File: src/rtl/io_bus_master.sv
// Bus initiator for the memory-mapped IO window: a command FIFO feeds a single-transfer FSM.
// Optional write responses are enabled by defining IO_BUS_MASTER_WRITE_RSP_EN.
module io_bus_master #(
  parameter int          FIFO_DEPTH = 4,
  parameter int          RD_LAT     = 1,
  parameter logic [31:0] ADDR_BASE  = 32'h7f50,
  parameter logic [31:0] ADDR_LAST  = 32'h7f60
) (
  input  logic        clk,
  input  logic        reset_n,
  input  logic        cmd_valid,
  output logic        cmd_ready,
  input  logic        cmd_we,
  input  logic [31:0] cmd_addr,
  input  logic [31:0] cmd_wdata,
  input  logic [3:0]  cmd_byteen,
  output logic        rsp_valid,
  input  logic        rsp_ready,
  output logic [31:0] rsp_rdata,
  output logic        rsp_err,
  output logic [31:0] bus_addr,
  output logic [31:0] bus_wdata,
  output logic [3:0]  bus_byteen,
  input  logic [31:0] bus_rdata
);

  localparam int PTR_W = (FIFO_DEPTH < 2) ? 1 : $clog2(FIFO_DEPTH);
  localparam int CNT_W = PTR_W + 1;
  localparam int LAT_W = (RD_LAT < 2) ? 1 : $clog2(RD_LAT);

  typedef struct packed {
    logic        we;
    logic [29:0] word;
    logic [31:0] wdata;
    logic [3:0]  byteen;
  } cmd_t;

  typedef enum logic [1:0] {IDLE, ISSUE, WAIT, RESP} state_t;

  function automatic logic addr_legal(input logic [31:0] a);
    return (a >= ADDR_BASE) && (a <= ADDR_LAST);
  endfunction

  cmd_t             fifo_mem [FIFO_DEPTH];
  logic [PTR_W-1:0] wr_ptr;
  logic [PTR_W-1:0] rd_ptr;
  logic [CNT_W-1:0] count;
  logic             full;
  logic             empty;
  logic             push;
  logic             pop;
  cmd_t             head;
  logic [31:0]      head_addr;
  logic             head_legal;
  logic             head_skip;

  state_t           state;
  logic             we_r;
  logic [LAT_W-1:0] wait_cnt;
  logic             unused_addr_bits;

  assign unused_addr_bits = ^cmd_addr[1:0];

  assign full       = (count == CNT_W'(FIFO_DEPTH));
  assign empty      = (count == '0);
  assign cmd_ready  = !full;
  assign push       = cmd_valid && cmd_ready;
  assign pop        = (state == IDLE) && !empty;
  assign head       = fifo_mem[rd_ptr];
  assign head_addr  = {head.word, 2'b00};
  assign head_legal = addr_legal(head_addr);
  assign head_skip  = !head_legal || (head.we && (head.byteen == 4'b0000));

  // Command FIFO storage (payload only, never reset)
  always_ff @(posedge clk) begin
    if (push) begin
      fifo_mem[wr_ptr] <= '{we: cmd_we, word: cmd_addr[31:2], wdata: cmd_wdata, byteen: cmd_byteen};
    end
  end

  always_ff @(posedge clk or negedge reset_n) begin
    if (!reset_n) begin
      wr_ptr <= '0;
      rd_ptr <= '0;
      count  <= '0;
    end else begin
      if (push) wr_ptr <= wr_ptr + 1'b1;
      if (pop)  rd_ptr <= rd_ptr + 1'b1;
      case ({push, pop})
        2'b10:   count <= count + 1'b1;
        2'b01:   count <= count - 1'b1;
        default: count <= count;
      endcase
    end
  end

  // Transfer FSM: one command in flight, all bus and response outputs registered
  always_ff @(posedge clk or negedge reset_n) begin
    if (!reset_n) begin
      state      <= IDLE;
      we_r       <= 1'b0;
      wait_cnt   <= '0;
      rsp_valid  <= 1'b0;
      rsp_rdata  <= '0;
      rsp_err    <= 1'b0;
      bus_addr   <= '0;
      bus_wdata  <= '0;
      bus_byteen <= '0;
    end else begin
      bus_byteen <= '0;
      case (state)
        IDLE: begin
          if (!empty) begin
            if (head_skip) begin
`ifdef IO_BUS_MASTER_WRITE_RSP_EN
              state     <= RESP;
              rsp_valid <= 1'b1;
              rsp_rdata <= '0;
              rsp_err   <= !head_legal;
`else
              if (!head.we) begin
                state     <= RESP;
                rsp_valid <= 1'b1;
                rsp_rdata <= '0;
                rsp_err   <= 1'b1;
              end
`endif
            end else begin
              state      <= ISSUE;
              we_r       <= head.we;
              bus_addr   <= head_addr;
              bus_wdata  <= head.wdata;
              bus_byteen <= head.we ? head.byteen : 4'b0000;
            end
          end
        end
        ISSUE: begin
          if (we_r) begin
`ifdef IO_BUS_MASTER_WRITE_RSP_EN
            state     <= RESP;
            rsp_valid <= 1'b1;
            rsp_rdata <= '0;
            rsp_err   <= 1'b0;
`else
            state <= IDLE;
`endif
          end else if (RD_LAT == 1) begin
            state     <= RESP;
            rsp_valid <= 1'b1;
            rsp_rdata <= bus_rdata;
            rsp_err   <= 1'b0;
          end else begin
            state    <= WAIT;
            wait_cnt <= LAT_W'(1);
          end
        end
        WAIT: begin
          if (wait_cnt == LAT_W'(RD_LAT - 1)) begin
            state     <= RESP;
            rsp_valid <= 1'b1;
            rsp_rdata <= bus_rdata;
            rsp_err   <= 1'b0;
          end else begin
            wait_cnt <= wait_cnt + 1'b1;
          end
        end
        RESP: begin
          if (rsp_ready) begin
            rsp_valid <= 1'b0;
            state     <= IDLE;
          end
        end
        default: state <= IDLE;
      endcase
    end
  end

endmodule

File: config.mk
export PLATFORM = sky130hd
export DESIGN_NAME = io_bus_master
export DESIGN_NICKNAME = d
export VERILOG_FILES = /design/src/rtl/io_bus_master.sv
export SDC_FILE = /design/constraint.sdc
export NUM_CORES = 1
export LEC_CHECK = 0
export CAP_MARGIN = 20
export CORE_ASPECT_RATIO = 1.25
export CORE_MARGIN = 3
export CORE_UTILIZATION = 49
export DETAILED_ROUTE_END_ITERATION = 8
export GPL_ROUTABILITY_DRIVEN = 0
export PLACE_DENSITY = 0.76
export SYNTH_ARGS = -nofsm -noshare
export SYNTH_HDL_FRONTEND = slang
export SYNTH_SLANG_ARGS = --single-unit
File: constraint.sdc
create_clock -name clk -period 2.69 [get_ports clk]
set_input_delay 0.269 -clock clk [delete_from_list [all_inputs] [get_ports clk]]
set_output_delay 0.269 -clock clk [all_outputs]
set_load 0.05 [all_outputs]
==> impl_metrics.ini <==
[setup_path]
worst_path_dominant_cell_family = simple AND/OR/NAND/NOR gates
worst_setup_path_class = reg2reg
timing.critical_path.slowest_cell_delay_ns = 0.68
cp_cell_sequence = or4b_2, nor4_2, nor4_1, or3_4, nor4_4, buf_12, buf_12, mux2_4
startpoint_type = flip-flop
r2r_setup_slack_ns = -0.17
cp-end-kind = flip-flop
critPathRequiredTime_ns = 3.08
cp.buffers_inverters = 2
r2r-start = fifo_mem[2][58]
r2r-end = bus_wdata[1]
worst_path_max_delay_cell = sky130_fd_sc_hd__or4b_2
crit_fanout = 8
critical_path_arrival_ns = 3.25
reg2regPathDepth = 8
critical-path-top-cell-by-count = sky130_fd_sc_hd__buf_12

[logic_synthesis]
synth_seq_cells = 378
top_cells_by_area_in_the_synthesized_netlist = sky130_fd_sc_hd__edfxtp_1 57%, sky130_fd_sc_hd__dfrtp_1 20%, sky130_fd_sc_hd__mux4_2 6.3%, sky130_fd_sc_hd__mux2_4 3.2%, sky130_fd_sc_hd__mux2i_1 2.4%
synthArstFlopShare_pct = 29.1
synth-edff-count = 268
mappedNetlistArea_um2 = 14000
number_of_cells_produced_by_synthesis = 734
postSynth.topFlopCell = sky130_fd_sc_hd__edfxtp_1
synth_top_area_share_pct = 57.4
share_of_the_yosys_chip_area_belonging_to_registers_pct = 77.0
library_cells_used_by_synthesis = 46
post_synth.cell_area_avg_um2 = 19.1
yosysWarnings = 0
post-synth-top-area-cell = sky130_fd_sc_hd__edfxtp_1

[status]
violated_checks = negative setup slack
outcome = finished, violations left

[cells_and_area]
fin_nets = 1123
post-route-cell-area_um2 = 18500
mostFrequentLayoutCells = 268 x sky130_fd_sc_hd__edfxtp_1, 202 x sky130_fd_sc_hd__clkdlybuf4s50_1, 108 x sky130_fd_sc_hd__dfrtp_1
n_antenna_cell = 0
drive_above_1_share_pct = 22.5
mostFrequentLayoutCell = sky130_fd_sc_hd__edfxtp_1
layout-area-overhead-vs-synth_pct = 31.8

[clock_tree]
cts_max_level = 2
worstSkewPairLatency_ns = 0.51
clockRootBuffer = sky130_fd_sc_hd__clkbuf_16
cts.clk_slew.worst_paths_ns = 0.06
cts_buffer_depth = 3
numCtsBuffers = 37
cts_tree = built
clock-sinks = 378

[drt]
routed_wire_length_um = 27800
post-route-drc-count = 0
post_drt_via_cell_ratio = 5.25
vias = 7287
drt_first_iter_violations = 366
ant_nets = 0
drt_pre_antenna_iters = 6
post_drt_wl_per_cell_um = 20.1

[placed_design]
port-buffer-count = 203
dp.final_hpwl_um = 17200
placedInstanceArea_um2 = 16800

[sta]
grt_setup_unrepaired = true
timing.final.setup_violations = 55
finalMaxSlewViolations = 0
tightest_slew_ns = 0.657
report.final.hold_viol_count = 0
timing.hold.ws_ns = 0.208
final.setup_skew_ns = 0.0106
worst_case_setup_margin_in_the_final_layout_ns = -0.173
timing.final.crit_share_pct = 106
max_slew_margin_pct = 56.2
final_period_minus_worst_setup_slack_ns = 2.86
maxClockFrequency_mhz = 349

[power]
p_per_area_nw_per_um2 = 988
post-layout-total-power_uw = 18300
vdd_ir_drop_max_mv = 0.692
p_leak_uw = 0.00693

[floorplan]
initial_utilization_pct = 50.3
die_w_um = 157
dieArea_um2 = 30700
die_height_um = 195
top_level_ports = 208
placeableCoreArea_um2 = 27900
rows = 68

[global_routing]
global_route.overflow_total = 0
global_route_wire_length_before_repair_um = 41800
grt_usage_pct = 17.7
pin_count_of_the_biggest_net_entering_global_routing = 63
number_of_antenna_violations_at_the_first_check_in_global_routing = 2
first_global_vias = 7476

[min_path]
timing.hold.worst.class = in2async

[job]
maxCapViolations = 0
## cells by family (layout without fill, tap and decap cells)
kind of cell,after synthesis,in the layout,share of synthesized area [%]
xor+xnor,6,6,0.375
flops,378,378,77.0
buf+inv,70,373,2.27
other cells,1,2,0.0267
fa+ha+maj,9,9,0.856
mux,112,112,13.0
simple gates,136,136,5.52
compound gates,22,22,1.02
## metal layers
layer / vias up / track usage (%) / share of wire, %
li1: 3326 / - / -
met5: - / 0 / 0.090
met2: 252 / 30.8 / 52
met3: 63 / 3.77 / 6.7
met1: 3642 / 22.2 / 39
met4: 4 / 5.24 / 2.7
## sequential cells by signal, summed over array words and instances, names as in the netlist, 2 cells and up
name and flops:
state 2, bus_wdata 32, wr_ptr 2, bus_byteen 4, rd_ptr 2, rsp_rdata 32, fifo_mem 268, count 3
bus_addr 30
## power by group
group	total [uW]	switching (uW)	leakage, uW	internal [uW]
sequential	7820	372	0.00393	7440
combinational	5360	3010	0.00239	2350
clock	5100	2030	0.000605	3060
total	18300	5420	0.00693	12900
## area by class of cell
| class | count | area, um^2 |
|---|---|---|
| tap | 350 | 438 |
| fill | 1837 | 9410 |
| timing repair buffer | 262 | 2760 |
| clock inverter | 14 | 115 |
| multi-input combinational | 287 | 3100 |
| clock buffer | 54 | 1110 |
| sequential | 378 | 10800 |
| inverter | 43 | 161 |
## stage by stage
step,worst slack (ns),util [%],instances,setup TNS [ns]
5_1_grt,-0.281,66.3,1388,-14.33
4_1_cts,-0.244,65.4,1379,-12.36
6_report,-0.173,66.3,1388,-7.48
3_3_place_gp,-0.250,60.1,1301,-10.34
3_5_place_dp,-0.286,60.1,1301,-11.58
2_1_floorplan,-0.174,-,735,-5.85
## worst max-delay path by stage
stage | endpoint | slack (ns) | startpoint | cells past startpoint
after CTS | bus_wdata[29] | -0.24 | rd_ptr[0] | 8
final | bus_wdata[1] | -0.17 | fifo_mem[2][58] | 8
after detailed placement | bus_addr[3] | -0.29 | rd_ptr[0] | 8
after global routing | bus_wdata[1] | -0.28 | rd_ptr[0] | 9
after global placement | bus_wdata[1] | -0.25 | rd_ptr[0] | 8
after floorplan | bus_wdata[10] | -0.17 | rd_ptr[0] | 8
## synth_stat cells, drive strengths merged, types with 2 or more instances
master / instances
a2111oi: 2
a211oi: 2
a21oi: 6
a22oi: 2
and2: 3
and3: 8
buf: 17
clkbuf: 10
dfrtp: 110
edfxtp: 268
ha: 8
inv: 43
mux2: 37
mux2i: 33
mux4: 42
nand2: 45
nand3: 2
nand4: 2
nand4b: 6
nor2: 9
nor2b: 20
nor3: 2
nor4: 17
nor4b: 3
o21ai: 6
or2: 10
or3: 2
or4b: 5
xnor2: 4
xor2: 2
## what timing repair did
action / 4_1_cts / 5_1_grt
hold endpoints to repair: 18 / 0
endpoints found under the setup margin: 72 / 96
cloned: 5 / 3
pin swaps: 2 / 9
hold buffers: 1 / 0
resized for setup: 23 / 30
setup buffers: 4 / 8
Note: power is estimated with default switching activity, not from simulation.
